File: src/rtl/mips_pkg.sv
// mips_pkg: shared definitions for the boot-time instruction loader.
//   loader_state_e : loader FSM state encoding
//   LEN_W          : width of the word-count header
//   IMEM_BASE      : byte address of instruction word 0 (the core's reset PC)
package mips_pkg;

  localparam int LEN_W = 16;

  localparam logic [31:0] IMEM_BASE = 32'h0000_0000;

  typedef enum logic [2:0] {
    ST_LEN_HI = 3'd0,
    ST_LEN_LO = 3'd1,
    ST_DATA   = 3'd2,
    ST_FLUSH  = 3'd3,
    ST_DONE   = 3'd4,
    ST_ERR    = 3'd5
  } loader_state_e;

endpackage

File: src/rtl/imem_loader_byte_packer.sv
// byte_packer: assembles big-endian 32-bit words from a byte stream.
// Ports:
//   clk, rst_n   : clock, asynchronous active-low reset
//   clear        : synchronous restart (drops any partial word)
//   enable       : a byte is accepted this cycle
//   byte_in      : accepted byte
//   last_byte    : the next accepted byte completes a word (byte counter == 3)
//   word_valid   : one-cycle pulse, the cycle after the completing byte
//   word_data    : last completed word; held until the next one completes
module byte_packer (
  input  logic        clk,
  input  logic        rst_n,
  input  logic        clear,
  input  logic        enable,
  input  logic [7:0]  byte_in,
  output logic        last_byte,
  output logic        word_valid,
  output logic [31:0] word_data
);

  logic [1:0]  byte_cnt_q;
  // Only bytes 0..2 of the word in flight are buffered; the fourth byte goes
  // straight into word_data, so the completed word is available one cycle
  // after its last byte and stays stable while the next word fills.
  logic [23:0] shift_q;

  assign last_byte = (byte_cnt_q == 2'd3);

  always_ff @(posedge clk or negedge rst_n) begin
    if (!rst_n) begin
      byte_cnt_q <= 2'd0;
      shift_q    <= 24'd0;
      word_valid <= 1'b0;
      word_data  <= 32'd0;
    end else if (clear) begin
      byte_cnt_q <= 2'd0;
      shift_q    <= 24'd0;
      word_valid <= 1'b0;
    end else begin
      word_valid <= enable && last_byte;
      if (enable) begin
        shift_q    <= {shift_q[15:0], byte_in};
        byte_cnt_q <= byte_cnt_q + 2'd1;
        if (last_byte) begin
          word_data <= {shift_q, byte_in};
        end
      end
    end
  end

endmodule

File: src/rtl/imem_loader.sv
// imem_loader: boot-time program loader in front of the instruction memory.
// Parses a byte stream (16-bit big-endian word count, then big-endian 32-bit
// instructions), writes the words to consecutive word addresses from
// IMEM_BASE, and holds the core in reset until the load is complete.
// Ports:
//   clk, reset      : clock, asynchronous active-low reset
//   in_data/in_valid/in_ready : byte stream input
//   load_req        : restart request, honoured in DONE or ERR only
//   imem_we/imem_addr/imem_wdata : instruction memory write port
//   cpu_hold        : drives the core's active-high reset
//   busy            : load in progress (LEN_HI, LEN_LO, DATA, FLUSH)
//   err             : header count exceeded DEPTH (held until load_req)
//   words_loaded    : words written by the current load
//   state_dbg       : current FSM state, for observation
//
// Handshake: a byte transfers on a rising edge where in_valid and in_ready
// are both 1. in_ready depends only on the state register, never on
// in_valid, so the source may present data without waiting for ready and
// must hold in_data/in_valid until the transfer edge.
module imem_loader #(
  parameter int DEPTH = 64,
  parameter int LEN_W = mips_pkg::LEN_W
) (
  input  logic                    clk,
  input  logic                    reset,
  input  logic [7:0]              in_data,
  input  logic                    in_valid,
  output logic                    in_ready,
  input  logic                    load_req,
  output logic                    imem_we,
  output logic [31:0]             imem_addr,
  output logic [31:0]             imem_wdata,
  output logic                    cpu_hold,
  output logic                    busy,
  output logic                    err,
  output logic [LEN_W-1:0]        words_loaded,
  output mips_pkg::loader_state_e state_dbg
);

  import mips_pkg::*;

  localparam int IDX_W = (DEPTH > 1) ? $clog2(DEPTH) : 1;

  loader_state_e    state_q;
  loader_state_e    state_d;
  logic [7:0]       len_hi_q;
  logic [LEN_W-1:0] len_q;
  logic [LEN_W-1:0] len_full;
  logic [LEN_W-1:0] words_loaded_q;
  logic [IDX_W-1:0] word_idx_q;
  logic [31:0]      addr_q;

  logic accept;
  logic restart;
  logic pk_enable;
  logic pk_last_byte;
  logic pk_word_valid;
  logic [31:0] pk_word_data;
  logic word_done;
  logic last_word;

  assign accept    = in_valid && in_ready;
  assign restart   = load_req && ((state_q == ST_DONE) || (state_q == ST_ERR));
  assign len_full  = LEN_W'({len_hi_q, in_data});
  assign pk_enable = accept && (state_q == ST_DATA);
  assign word_done = pk_enable && pk_last_byte;
  // The word completing now is the len-th one.
  assign last_word = word_done && ((words_loaded_q + 1'b1) == len_q);

  byte_packer u_packer (
    .clk        (clk),
    .rst_n      (reset),
    .clear      (restart),
    .enable     (pk_enable),
    .byte_in    (in_data),
    .last_byte  (pk_last_byte),
    .word_valid (pk_word_valid),
    .word_data  (pk_word_data)
  );

  // State register
  always_ff @(posedge clk or negedge reset) begin
    if (!reset) begin
      state_q <= ST_LEN_HI;
    end else begin
      state_q <= state_d;
    end
  end

  // Next-state logic
  always_comb begin
    state_d = state_q;
    case (state_q)
      ST_LEN_HI: if (accept) state_d = ST_LEN_LO;
      ST_LEN_LO: begin
        if (accept) begin
          if (len_full == '0)                      state_d = ST_DONE;
          else if (len_full > LEN_W'(DEPTH))       state_d = ST_ERR;
          else                                     state_d = ST_DATA;
        end
      end
      ST_DATA:   if (last_word) state_d = ST_FLUSH;
      // FLUSH covers the cycle the final write is on the bus, so the core
      // is only released once memory holds the whole program.
      ST_FLUSH:  state_d = ST_DONE;
      ST_DONE,
      ST_ERR:    if (load_req) state_d = ST_LEN_HI;
      default:   state_d = ST_LEN_HI;
    endcase
  end

  // Output logic (Moore, decoded from the state register)
  always_comb begin
    in_ready = 1'b0;
    busy     = 1'b0;
    cpu_hold = 1'b1;
    err      = 1'b0;
    case (state_q)
      ST_LEN_HI, ST_LEN_LO, ST_DATA: begin
        in_ready = 1'b1;
        busy     = 1'b1;
      end
      ST_FLUSH: busy     = 1'b1;
      ST_DONE:  cpu_hold = 1'b0;
      ST_ERR:   err      = 1'b1;
      default: begin
        in_ready = 1'b0;
      end
    endcase
  end

  // Header, address and progress registers
  always_ff @(posedge clk or negedge reset) begin
    if (!reset) begin
      len_hi_q       <= 8'd0;
      len_q          <= '0;
      word_idx_q     <= '0;
      words_loaded_q <= '0;
      addr_q         <= IMEM_BASE;
    end else if (restart) begin
      word_idx_q     <= '0;
      words_loaded_q <= '0;
    end else begin
      if (accept && (state_q == ST_LEN_HI)) len_hi_q <= in_data;
      if (accept && (state_q == ST_LEN_LO)) len_q    <= len_full;
      if (word_done) begin
        // Address is registered alongside the packed word so both appear
        // together in the write cycle and hold until the next write.
        addr_q         <= IMEM_BASE + 32'({word_idx_q, 2'b00});
        word_idx_q     <= word_idx_q + 1'b1;
        words_loaded_q <= words_loaded_q + 1'b1;
      end
    end
  end

  assign imem_we      = pk_word_valid;
  assign imem_wdata   = pk_word_data;
  assign imem_addr    = addr_q;
  assign words_loaded = words_loaded_q;
  assign state_dbg    = state_q;

endmodule

File: config.mk
export PLATFORM = sky130hd
export DESIGN_NAME = imem_loader
export DESIGN_NICKNAME = d
export VERILOG_FILES = /design/src/rtl/mips_pkg.sv /design/src/rtl/imem_loader_byte_packer.sv /design/src/rtl/imem_loader.sv
export SDC_FILE = /design/constraint.sdc
export NUM_CORES = 1
export LEC_CHECK = 0
export ABC_AREA = 1
export BUFFER_PORTS_ARGS = -buffer_cell sky130_fd_sc_hd__clkbuf_2
export CAP_MARGIN = 0
export CORE_UTILIZATION = 60
export CTS_BUF_LIST = sky130_fd_sc_hd__clkbuf_4 sky130_fd_sc_hd__clkbuf_8 sky130_fd_sc_hd__clkbuf_16
export DETAILED_ROUTE_END_ITERATION = 12
export PLACE_DENSITY = 0.85
export SLEW_MARGIN = 5
export SYNTH_ARGS = -nofsm -noshare
export SYNTH_HDL_FRONTEND = slang
export SYNTH_HIERARCHICAL = 1
export SYNTH_SLANG_ARGS = --single-unit
File: constraint.sdc
create_clock -name clk -period 3.2 [get_ports clk]
set_input_delay 0.48 -clock clk [delete_from_list [all_inputs] [get_ports clk]]
set_output_delay 0.48 -clock clk [all_outputs]
set_load 0.02 [all_outputs]
# [Word level (Yosys, flattened, before mapping)]
# Cells that the tools add are included.
[totals] output_inout_bits=88 input_bits=12 ff_bits=114 wordCells=66
[op_classes] n_bitwise=1 n_mux=20 order_cmp=1 eq_ne=11 n_addsub=3 reduce_logical=20
[op_table] cell="24-bit two-way mux" count=2
[op_table] cell="16-bit two-way mux" count=2
[op_table] cell="3-bit two-way mux" count=6
[op_table] cell="16-bit by 1-bit adder with 16-bit output (second input constant)" count=1
[op_table] cell="16-bit == test" count=1
[op_table] cell="16-bit by 7-bit greater-than comparator with 1-bit output (second input constant)" count=1
[op_table] cell="16-bit zero test" count=1
[op_table] cell="3-bit one-hot mux with 5 select lines" count=1
[op_table] cell="6-bit two-way mux" count=2
[op_table] cell="2-bit != test (second input constant)" count=4
[op_table] cell="1-bit logical AND" count=7
[op_table] cell="6-bit by 1-bit adder with 6-bit output (second input constant)" count=1
[op_table] cell="3-bit by 2-bit == test with 1-bit output (second input constant)" count=2
[op_table] cell="3-bit == test (second input constant)" count=2
[op_table] cell="2-bit AND reduction" count=3
[op_table] cell="1-bit two-way mux" count=5
[op_table] cell="2-bit two-way mux" count=2
[op_table] cell="4-bit AND reduction" count=1
[op_table] cell="2-bit nonzero test" count=2
[op_table] cell="4-bit OR reduction" count=1
[op_table] cell="3-bit by 1-bit == test with 1-bit output (second input constant)" count=1
[op_table] cell="3-bit zero test" count=1
[op_table] cell="3-bit AND reduction" count=1
[op_table] cell="3-bit OR reduction" count=1
[op_table] cell="other kinds (5)" count=5

# [Logic depth before layout (Yosys ltp)]
# Gate-level depths: netlist of the first run.
[depth] ltp_word=9 mapped_depth=16 ltp_nobuf=16

# [By module]
# The synthesis of the first run kept the hierarchy.
[by_module_without_submodules] module="imem_loader" n_inst=1 area_per_inst_um2=3144.3 cells_each=413
[by_module_without_submodules] module="byte_packer" n_inst=1 area_per_inst_um2=2457.4 cells_each=260

# [Worst setup path after synthesis of the first run]
# Ideal clock, no wire load.
[synth_path] kind="register to register" from="reg words_loaded_q[1], in the netlist words_loaded[1]" to="reg state_q[0], in the netlist state_dbg[0]" path_buffers=0 setup_slack_ps=1319 period_less_slack_ps=1881 required_ps=3083 arrival_ps=1763 setup_time_ps=117 stages_incl_launch_ff=17 path_cell_list="dfrtp_1 ha_1 nand2_2 nor2_4 nand2_1 nand2_1 nand2_1 nand2_1 nand2_1 nor2_1 nand3_1 nor2_1 nand2_1 nand2_2 nand2_1 nand2_1 nand2_1"
[synth_via] elab_chain_len=5
[synth_lines] item="start, declared" line="imem_loader.sv:49" text="logic [LEN_W-1:0] words_loaded_q;"
[synth_lines] item="start signal, assigned" line="imem_loader.sv:151" text="words_loaded_q <= words_loaded_q + 1'b1;"
[synth_lines] item="16-bit by 1-bit adder with 16-bit output" line="imem_loader.sv:68" text="assign last_word = word_done && ((words_loaded_q + 1'b1) == len_q);"
[synth_lines] item="16-bit == test" line="imem_loader.sv:68"
[synth_lines] item="1-bit logical AND" line="imem_loader.sv:68"
[synth_lines] item="2-bit != test (no source line)"
[synth_lines] item="4-bit AND reduction (no source line)"
[synth_lines] item="end signal, assigned" line="imem_loader.sv:86" text="state_q <= state_d;"
[synth_lines] item="end, declared" line="imem_loader.sv:44" text="loader_state_e state_q;"
# No other way between the ends.
# A chain may end at the register's enable or synchronous reset.

# [Worst setup path in the final report of the first run]
[layout_path] from="reg state_q[2], in the netlist state_dbg[2]" to="reg word_idx_q[0]"
[layout_via] elab_chain_len=7 word_cells_on_any_way=14 classes_between="4 x eq/ne; 2 x mux; 8 x reduce/logical"
[layout_lines] item="3-bit by 2-bit == test with 1-bit output, or another cell as far along" line="imem_loader.sv:65, imem_loader.sv:118"
[layout_lines] item="3-bit OR reduction" line="imem_loader.sv:118" text="case (state_q)"
[layout_lines] item="1-bit two-way mux" line="imem_loader.sv:118"
[layout_lines] item="1-bit logical AND" line="imem_loader.sv:62" text="assign accept = in_valid && in_ready;"
[layout_lines] item="1-bit logical AND" line="imem_loader.sv:65" text="assign pk_enable = accept && (state_q == ST_DATA);"
[layout_lines] item="1-bit logical AND" line="imem_loader.sv:66" text="assign word_done = pk_enable && pk_last_byte;"
[layout_lines] item="2-bit nonzero test (no source line)"
[layout_lines] item="end signal, assigned" line="imem_loader.sv:150" text="word_idx_q <= word_idx_q + 1'b1;"
[layout_lines] item="end, declared" line="imem_loader.sv:50" text="logic [IDX_W-1:0] word_idx_q;"
# Several ways; a longest one is shown, not always the timed one.

==> results of run 1 <==
==> routing by layer <==
metal | part of all wire | vias to the layer above | global-route usage
met5 | 0 | - | 0
met3 | 0.054 | 28 | 0.0631
met2 | 0.52 | 169 | 0.482
li1 | - | 2277 | -
met4 | 0.025 | 0 | 0.118
met1 | 0.40 | 2305 | 0.335
==> worst paths after layout <==
path	start	endpoint
min	reset	words_loaded[6]
max reg2reg	state_dbg[2]	word_idx_q[0]
min reg2reg	word_idx_q[3]	word_idx_q[4]
max	state_dbg[2]	word_idx_q[0]
min in group clk	in_data[3]	u_packer/shift_q[3]
max in group asynchronous	reset	u_packer/shift_q[5]
==> layout make-up <==
class                           count  area (um^2)
Fill cell                         642         2460
Clock inverter                     14          154
Tap cell                          108          135
Inverter                           60          225
Timing Repair Buffer               76          403
Clock buffer                       18          428
Sequential cell                   114         2850
Multi-Input combinational cell    470         2230
==> where the power goes <==
part	total, W	switching (W)	internal, W
combinational	0.000738	0.000487	0.000251
sequential	0.00176	0.000157	0.00160
clock	0.00183	0.000698	0.00114
total	0.00433	0.00134	0.00299
==> worst reg2reg max path, stage by stage (launching register included) <==
cell and delay, ns:
dfrtp_1 0.45, nor2_2 0.21, nand3_2 0.15, nor2_8 0.22, inv_2 0.24, nand2_1 0.55, inv_1 0.21, nand2_1 0.11
o21ai_0 0.09
==> placed cells by master (no fill, tap or decap), types with 6 or more instances in the layout <==
master / count
mux2_2: 6
o22ai_1: 12
o21ai_0: 31
nor2_1: 26
nand3_1: 55
nand4_1: 41
nand3b_1: 7
clkbuf_2: 72
dfrtp_1: 114
nand2_1: 233
conb_1: 26
inv_2: 7
inv_1: 52
clkbuf_16: 16
==> per-stage QoR <==
step                total power [W]   util  setup slack [ns]  std cells
global placement            0.00245  0.658             0.957        828
floorplan                   0.00232      -              1.32        698
global route                0.00452  0.723             0.540        860
finish                      0.00433  0.723             0.832        860
detailed placement          0.00249  0.658             0.854        828
CTS                         0.00434  0.723             0.836        860
==> logic make-up (layout without fill, tap and decap cells) <==
kind of cell | after synthesis | after routing
buf+inv | 114 | 168
other cells | 1 | 26
fa+ha+maj | 3 | 3
flops | 114 | 114
compound gates | 52 | 52
mux | 6 | 6
xor+xnor | 3 | 3
simple gates | 380 | 380
==> sequential cells by signal, indices dropped and copies added, names as in the netlist <==
register	flops
u_packer/word_data	32
u_packer/shift_q	24
len_q	16
words_loaded	16
len_hi_q	8
imem_addr	6
word_idx_q	6
state_dbg	3
u_packer/byte_cnt_q	2
u_packer/word_valid	1
==> results.md, run 1 <==
- Layout net count: 754
- Fraction of layout cells with a size suffix above 1: 0.177
- Clock slew at reported path FFs: 0.06 ns
- Sink Count: 114
- Top delay family on crit path: simple AND/OR/NAND/NOR gates
- Synth Area in Compound Gates: 0.0494
- # hold bufs at CTS: 0
- Global-route wire length before repair: 21200 um
- I/O Pins: 100
- PwrDens: 674 nW/um^2
- Post-route ant nets: 0
- Highest Clock Rate: 422 MHz
- CP Cell Sequence: nor2_2 -> nand3_2 -> nor2_8 -> inv_2 -> nand2_1 -> inv_1 -> nand2_1 -> o21ai_0
- Root Driver: clkbuf_8
- Clock Path Buffers: 2
- Initial core utilization: 0.630
- Area grow syn2layout: 14.8%
- Fin. Hold Viols: 0
- Worst-skew pair later-pin latency: 0.51 ns
- Top cell type's share of synthesized area: 0.509
- Crit path DAT: 2.73 ns
- Synth Area in Adders: 0.00670
- Slowest stage delay, CP: 0.55 ns
- Largest net degree at the start of global routing: 61
- Initial antenna violation count: 0
- Synth Register Bits: 114
- Post-DP Area: 5850 um^2
- Buffer and inverter count on the worst path: 2
- Hold Slack: 0.0169 ns
- Worst-case reg-to-reg path depth: 8
- Die X-Extent: 98.6 um
- Final WL: 12800 um
- Synth unique cells: 32
- Status: complete, no violations
- Mapped cell area: 5600 um^2
- Post-CTS setup buffers: 0
- Area leader, netlist: dfrtp_1
- Worst EP required: 3.57 ns
- Worst Tran Pin Value: 0.877 ns
- Crit-path max FO: 27
- # setup viols final: 0
- Clk_skew: 0.00926 ns
- Core area: 8890 um^2
- Avg WL per Cell: 14.9 um
- DR vias/cell: 5.56
- Post_cts resized: 0
- Fin area: 6430 um^2
- Setup crit end kind: register
- Setup TNS: 0 ns
- Final period util: 0.740
- DRC errors left: 0
- Multiplexer area fraction after synthesis: 0.0121
- R2R Setup Slk: 0.83 ns
- Min cycle time layout: 2.37 ns
- Routed vias: 4779
- GRT Util Overall: 0.278
- Most Frequent Cell on Critical Path: nand2_1
- Post-Synth Simple-Gate Area: 0.306
- Die area: 9730 um^2
- Top post-synthesis cells by count: nand2_1, dfrtp_1, nand3_1
- RSZ-0062 raised after global routing: no
- First-pass iteration count of the detailed router: 5
- Top_reg_cell synth: dfrtp_1
- Avg Cell Area, Syn: 8.32 um^2
- RD Place Congestion: 0.904
- Combinational family with the most area after synthesis: simple AND/OR/NAND/NOR gates
- Slew Limit Headroom: 0.414
- Most common cell in the synthesized netlist: nand2_1
- Leak: 3.53 nW
- DRT iter0 DRCs: 360
- Antenna cells: 0
- Hold WC Path Type: primary input to asynchronous set/reset pin
- Peak supply drop: 0.000425 V
- Grt total ovfl: 0
- # rows: 34
- CP startpoint kind: register
- DIE HEIGHT: 98.6 um
- PortBufs: 73
- Vias in the first global route: 4624
- Max Cap Viol: 0
- Yosys warning count: 6
- Slowest stage cell on the critical path: nand2_1
- Syn Inst Count: 673
- CTS buffer count: 17
- Synth Area in XOR/XNOR: 0.00715
- CP Class: register to register
- Critical path depth: 8
- Post-synth EDFFs: 0
- Post-synth ARST share: 1.00
- Main area contributors after synthesis: dfrtp_1, nand2_1, nand3_1
- Post-DP HPWL: 8490 um
- Seq/Total Area, Yosys: 0.509
- CTS H-Tree Depth: 4
- Max Slew Vio Count: 0
- TritonCTS clock tree: built
Power figures use the tool's default switching activity.
==> run 2: changes to the inputs <==
--- a/config.mk
+++ b/config.mk
@@ -8,10 +8,10 @@
 export ABC_AREA = 1
 export BUFFER_PORTS_ARGS = -buffer_cell sky130_fd_sc_hd__clkbuf_2
 export CAP_MARGIN = 0
-export CORE_UTILIZATION = 60
+export CORE_UTILIZATION = 56
 export CTS_BUF_LIST = sky130_fd_sc_hd__clkbuf_4 sky130_fd_sc_hd__clkbuf_8 sky130_fd_sc_hd__clkbuf_16
 export DETAILED_ROUTE_END_ITERATION = 12
-export PLACE_DENSITY = 0.85
+export PLACE_DENSITY = 0.8
 export SLEW_MARGIN = 5
 export SYNTH_ARGS = -nofsm -noshare
 export SYNTH_HDL_FRONTEND = slang
==> constraint.sdc (replaced) <==
create_clock -name clk -period 2.33 [get_ports clk]
set_input_delay 0.3495 -clock clk [delete_from_list [all_inputs] [get_ports clk]]
set_output_delay 0.3495 -clock clk [all_outputs]
set_load 0.02 [all_outputs]
==> run 2 against run 1 <==
Cell area up 2.6%. Non-clock buffer count up 7. Sequential cell count unchanged. Sequential share of layout area down 1.1 points. Global-route usage down 1.1 points. Utilization down 4.5 points. Count of clock-buffer cells in the layout up 1. Critical path type unchanged. Largest power group unchanged.
==> results.md, run 2 (synthesis results as in run 1) <==
- Worst EP required: 2.74 ns (-0.83 ns)
- Fin. Hold Viols: 0 (unchanged)
- Crit path DAT: 2.53 ns (-0.20 ns)
- Max Slew Vio Count: 0 (unchanged)
- Worst-case reg-to-reg path depth: 16 (+8)
- Most common cell after layout, fill and taps aside: nand2_1
- Min-delay src: in_data[3]
- Worst reg2reg startpoint: words_loaded[1]
- Leak: 3.58 nW (+1.6%)
- Hold path endpoint: u_packer/shift_q[3]
- DRC errors left: 0 (unchanged)
- Setup TNS: 0 ns (unchanged)
- DIE HEIGHT: 102 um (+3.4%)
- DR vias/cell: 5.38 (-3.1%)
- Initial antenna violation count: 0 (unchanged)
- Post-DP HPWL: 8630 um (+1.6%)
- Largest net degree at the start of global routing: 59 (-3.3%)
- Layout Cells excl Fill: 891 (+3.6%)
- I/O Pins: 100 (unchanged)
- Final period util: 0.910 (+0.171)
- PwrDens: 952 nW/um^2 (+41%)
- Clk_skew: 0.00598 ns (-0.00328 ns)
- R2R Setup Slk: 0.21 ns (-0.62 ns)
- Highest Clock Rate: 471 MHz (+12%)
- Routed vias: 4797 (+0.38%)
- RSZ-0062 raised after global routing: no
- RR Endpoint: state_dbg[0]
- Area grow syn2layout: 17.8%
- Post-route ant nets: 0 (unchanged)
- CTS H-Tree Depth: 4 (unchanged)
- Largest regs: u_packer/word_data x32, u_packer/shift_q x24
- Clock slew at reported path FFs: 0.06 ns (about the same)
- FF+latch area: 2860 um^2 (about the same)
- Grt total ovfl: 0 (unchanged)
- GRT Util Overall: 0.267 (-0.0113)
- Initial core utilization: 0.576 (-0.0543)
- Layout net count: 761 (+0.93%)
- Final WL: 13000 um (+1.5%)
- Global-route wire length before repair: 21400 um (+0.65%)
- Sink Count: 114 (unchanged)
- Filler cells: 765 (+19%)
- Setup crit end kind: register
- Most flops, register: u_packer/word_data
- Avg WL per Cell: 14.6 um (-2.0%)
- Hold path depth: 3
- Worst Tran Pin Value: 0.704 ns (-0.174 ns)
- Max Cap Viol: 0 (unchanged)
- Place WS: 0.218 ns (-0.636 ns)
- Vias in the first global route: 4542 (-1.8%)
- CP startpoint kind: register
- Min cycle time layout: 2.12 ns (-0.246 ns)
- Post-CTS setup buffers: 0 (unchanged)
- Worst-skew pair later-pin latency: 0.51 ns (about the same)
- # rows: 36 (+5.9%)
- Clock Path Buffers: 2 (unchanged)
- Multi-input logic area: 2230 um^2 (unchanged)
- Antenna cells: 0 (unchanged)
- Die X-Extent: 102 um (+3.4%)
- DRT iter0 DRCs: 180 (-50%)
- Die area: 10400 um^2 (+7.0%)
- Root Driver: clkbuf_8
- Most frequent cells in the layout: nand2_1, dfrtp_1, clkbuf_2
- CP Class: register to register
- First-pass iteration count of the detailed router: 5 (unchanged)
- Post-DP Area: 5940 um^2 (+1.5%)
- Max FFs per register: 32 (unchanged)
- Core Util, Final: 0.678 (-0.0452)
- Fin area: 6600 um^2 (+2.6%)
- Hold WC Path Type: primary input to register
- TritonCTS clock tree: built
- CTS buffer count: 17 (unchanged)
- Status: complete, no violations
- PortBufs: 73 (unchanged)
- RD Place Congestion: 0.908 (+0.52%)
- Final worst slack: 0.209 ns (-0.624 ns)
- Slew Limit Headroom: 0.530 (+0.115)
- Core area: 9730 um^2 (+9.4%)
- Crit-path max FO: 8 (-70%)
- Fraction of layout cells with a size suffix above 1: 0.185 (+0.00783)
- # setup viols final: 0 (unchanged)
- Peak supply drop: 0.000517 V (+22%)
- Dpl cells: 859 (+3.7%)
==> run 2: cell types whose count changed in the layout (fill, tap and decap cells not counted), moves of 2 or more <==
cell,before,now
clkinvlp_4,3,5
dfrtp_1,114,112
inv_6,4,1
dfrtp_2,0,2
bufinv_16,2,5
clkinv_2,2,0
buf_4,3,8
clkinv_4,3,1
==> run 2: routing by layer <==
layer,share of wire,global-route usage,up-vias
met2,0.51,0.438,158
li1,-,-,2280
met5,0,0,-
met4,0.019,0.107,0
met1,0.42,0.337,2336
met3,0.051,0.0705,23
==> run 2: how the worst max path moves through the flow <==
| stage | slack, ns | startpoint | to |
|---|---|---|---|
| finish | 0.21 | words_loaded[1] | state_dbg[0] |
| CTS | 0.15 | words_loaded[1] | state_dbg[0] |
| global placement | 0.28 | words_loaded[1] | state_dbg[0] |
| detailed placement | 0.22 | words_loaded[1] | state_dbg[0] |
| global route | 0.02 | words_loaded[1] | state_dbg[0] |
| floorplan | 0.45 | words_loaded[1] | state_dbg[0] |
==> run 2: where the power goes <==
| part | internal (W) | switching [W] | leakage (nW) |
|---|---|---|---|
| clock network | 0.00190 | 0.000912 | 0.299 |
| registers | 0.00220 | 0.000207 | 1.55 |
| logic | 0.000378 | 0.000687 | 1.74 |
==> run 2: area by class of cell <==
| class | count | area share |
|---|---|---|
| clock buffer | 19 | 0.0670 |
| clock inverter | 12 | 0.0311 |
| inverter | 60 | 0.0341 |
| multi-input combinational | 470 | 0.338 |
| sequential | 114 | 0.433 |
| tap | 133 | 0.0252 |
| timing repair buffer | 83 | 0.0713 |
==> run 2: critical path, stage by stage (launching register included) <==
cell     delay (ns)
dfrtp_2        0.42
ha_1           0.24
nand2_2        0.10
nor2_4         0.19
nand2_1        0.11
nand2_1        0.09
nand2_1        0.05
nand2_1        0.05
nand2_1        0.05
nor2_1         0.11
nand3_1        0.12
nor2_1         0.10
nand2_1        0.12
nand2_2        0.10
nand2_1        0.05
nand2_1        0.05
nand2_1        0.05
==> run 2: repair_timing <==
| action | in CTS | in global routing |
|---|---|---|
| resized for setup | 0 | 2 |
| setup endpoints to repair | 0 | 1 |
| hold buffers | 1 | 0 |
| endpoints found under the hold margin | 41 | 0 |
==> run 2: metrics by stage <==
step / power [W] / hold WS, ns
after floorplan: 0.00319 / 0.0539
after global placement: 0.00341 / 0.382
after detailed placement: 0.00346 / 0.383
after CTS: 0.00631 / 0.0998
after global routing: 0.00656 / 0.123
final: 0.00628 / 0.117
==> run 3: changes to the inputs <==
--- a/config.mk
+++ b/config.mk
@@ -8,10 +8,10 @@
 export ABC_AREA = 1
 export BUFFER_PORTS_ARGS = -buffer_cell sky130_fd_sc_hd__clkbuf_2
 export CAP_MARGIN = 0
-export CORE_UTILIZATION = 56
+export CORE_UTILIZATION = 51
 export CTS_BUF_LIST = sky130_fd_sc_hd__clkbuf_4 sky130_fd_sc_hd__clkbuf_8 sky130_fd_sc_hd__clkbuf_16
 export DETAILED_ROUTE_END_ITERATION = 12
-export PLACE_DENSITY = 0.8
+export PLACE_DENSITY = 0.77
 export SLEW_MARGIN = 5
 export SYNTH_ARGS = -nofsm -noshare
 export SYNTH_HDL_FRONTEND = slang
==> constraint.sdc (replaced) <==
create_clock -name clk -period 1.7 [get_ports clk]
set_input_delay 0.255 -clock clk [delete_from_list [all_inputs] [get_ports clk]]
set_output_delay 0.255 -clock clk [all_outputs]
set_load 0.02 [all_outputs]
==> run 3 against run 2 <==
The flow now finishes with violations (negative setup slack). Power is 39% higher. Via count is 6.5% higher. Die area is 9.6% higher. Routed wire length is 14% higher. Non-clock buffer count is 56 higher. Clock skew is 0.011 ns higher. Sequential share of layout area is 4.1 points lower. Worst hold slack worse by 0.096 ns. Clock power is 26% higher. Combinational power is 78% higher. Count of clock-buffer cells in the layout stayed put. Cell area is 11% higher. Critical path type unchanged. Highest routed layer unchanged.
==> results.md, run 3 (synthesis results as in run 1) <==
- Area grow syn2layout: 30.1%
- Fin. Hold Viols: 0 (unchanged)
- DR vias/cell: 5.36 (-0.39%)
- Filler cells: 786 (+2.7%)
- Leak: 3.93 nW (+9.6%)
- Worst EP required: 2.12 ns (-0.62 ns)
- Crit-path max FO: 8 (unchanged)
- Most common cell after layout, fill and taps aside: nand2_1
- Slew Limit Headroom: 0.655 (+0.125)
- Clock slew at reported path FFs: 0.06 ns (about the same)
- # rows: 37 (+2.8%)
- CTS buffer count: 17 (unchanged)
- DRC errors left: 0 (unchanged)
- Post-route ant nets: 0 (unchanged)
- Core area: 10500 um^2 (+8.0%)
- Max Slew Vio Count: 0 (unchanged)
- CP startpoint kind: register
- GRT Util Overall: 0.260 (-0.00657)
- PwrDens: 1200 nW/um^2 (+26%)
- I/O Pins: 100 (unchanged)
- Total power: 0.00872 W (+39%)
- Min cycle time layout: 1.87 ns (-0.248 ns)
- Setup TNS: -0.317 ns (-0.317 ns)
- PortBufs: 73 (unchanged)
- Final WL: 14900 um (+14%)
- First-pass iteration count of the detailed router: 5 (unchanged)
- Hold Slack: 0.0208 ns (-0.0957 ns)
- Layout Cells excl Fill: 953 (+7.0%)
- Highest Clock Rate: 534 MHz (+13%)
- Setup crit end kind: register
- Final period util: 1.10 (+0.192)
- Dpl cells: 899 (+4.7%)
- Largest regs: u_packer/word_data x32, u_packer/shift_q x24
- Max Cap Viol: 0 (unchanged)
- Hold path depth: 3 (unchanged)
- DRT iter0 DRCs: 476 (+160%)
- Vias in the first global route: 4793 (+5.5%)
- Crit path DAT: 2.29 ns (-0.24 ns)
- Hold WC Path Type: primary input to register
- CP Class: register to register
- Layout net count: 819 (+7.6%)
- Most frequent cells in the layout: nand2_1, dfrtp_1, clkbuf_2
- Fraction of layout cells with a size suffix above 1: 0.274 (+0.0895)
- Root Driver: clkbuf_8
- Antenna cells: 0 (unchanged)
- Die area: 11400 um^2 (+9.6%)
- Largest net degree at the start of global routing: 50 (-15%)
- Worst-case reg-to-reg path depth: 16 (unchanged)
- Violated checks: negative setup slack
- Final worst slack: -0.174 ns (-0.382 ns)
- FF+latch area: 2860 um^2 (+0.13%)
- CTS H-Tree Depth: 4 (unchanged)
- Clock Path Buffers: 2 (unchanged)
- TritonCTS clock tree: built
- Worst Tran Pin Value: 0.517 ns (-0.186 ns)
- Global-route wire length before repair: 22900 um (+7.4%)
- Die X-Extent: 107 um (+4.7%)
- DIE HEIGHT: 107 um (+4.7%)
- Sink Count: 114 (unchanged)
- Routed vias: 5111 (+6.5%)
- Avg WL per Cell: 15.6 um (+6.7%)
- RD Place Congestion: 0.873 (-3.9%)
- Most flops, register: u_packer/word_data
- Multi-input logic area: 2370 um^2 (+6.3%)
- Initial antenna violation count: 0 (unchanged)
- Max FFs per register: 32 (unchanged)
- Core Util, Final: 0.694 (+0.0157)
- RSZ-0062 raised after global routing: yes
- Grt total ovfl: 0 (unchanged)
- Worst-skew pair later-pin latency: 0.53 ns (+0.02 ns)
- Status: complete, but fails checks
- Initial core utilization: 0.533 (-0.0427)
- Peak supply drop: 0.000763 V (+48%)
- Post-DP HPWL: 9360 um (+8.5%)
- Clk_skew: 0.0165 ns (+0.0106 ns)
- # setup viols final: 4 (+4)
-- run 3: metal layers --
layer | global-route usage | routed length, um
met1 | 0.319 | 5830
met2 | 0.447 | 7840
met3 | 0.0547 | 856
met4 | 0.104 | 347
met5 | 0 | 0
-- run 3: worst max-delay path, cell delays in order, from the launching register on --
cell	delay [ns]
dfrtp_1	0.43
buf_12	0.14
inv_6	0.03
nor2_4	0.20
nand3_2	0.12
nand2_2	0.09
nand2_2	0.06
nand2_1	0.06
nand2_1	0.05
nor2_1	0.10
nand2_1	0.07
nor2_1	0.09
nand2_1	0.08
nand2_2	0.08
nand2_1	0.06
nand2_1	0.06
nand2_1	0.04
-- run 3: metrics by stage --
| step | cell area [um^2] | setup slack [ns] |
|---|---|---|
| 2_1_floorplan | 5720 | -0.0644 |
| 3_3_place_gp | 6300 | -0.118 |
| 3_5_place_dp | 6300 | -0.153 |
| 4_1_cts | 7050 | -0.129 |
| 5_1_grt | 7290 | -0.355 |
| 6_report | 7290 | -0.174 |
-- run 3: final cells by class --
| class | instances | share of cell area |
|---|---|---|
| clock inverters | 13 | 0.0203 |
| well taps | 136 | 0.0233 |
| clock buffers | 19 | 0.0606 |
| multi-input cells | 472 | 0.326 |
| inverters | 60 | 0.0328 |
| flip-flops and latches | 114 | 0.392 |
| repair buffers | 139 | 0.145 |
-- run 3: power breakdown --
group	leakage (nW)	switching, W	internal (W)
Clock	0.290	0.00135	0.00219
Combinational	2.09	0.00111	0.000784
Sequential	1.54	0.000271	0.00302
Total	3.93	0.00273	0.00599
-- run 3: final timing paths --
kind                                       from                     to  slack [ns]
worst max-delay path            words_loaded[3]           state_dbg[0]       -0.17
worst min-delay path                 in_data[0]  u_packer/word_data[0]        0.02
worst max register to register  words_loaded[3]           state_dbg[0]       -0.17
worst min register to register     imem_addr[2]           imem_addr[2]        0.47
max in group asynchronous                 reset           state_dbg[1]        0.90
min in group asynchronous                 reset        words_loaded[6]        0.24
-- run 3: what timing repair did --
| action | CTS | global route |
|---|---|---|
| buffers inserted | 6 | 10 |
| hold buffers | 4 | 0 |
| endpoints found under the hold margin | 33 | 0 |
| cloned | 1 | 2 |
| resized for setup | 16 | 42 |
| pin swaps | 13 | 4 |
| setup endpoints to repair | 45 | 95 |
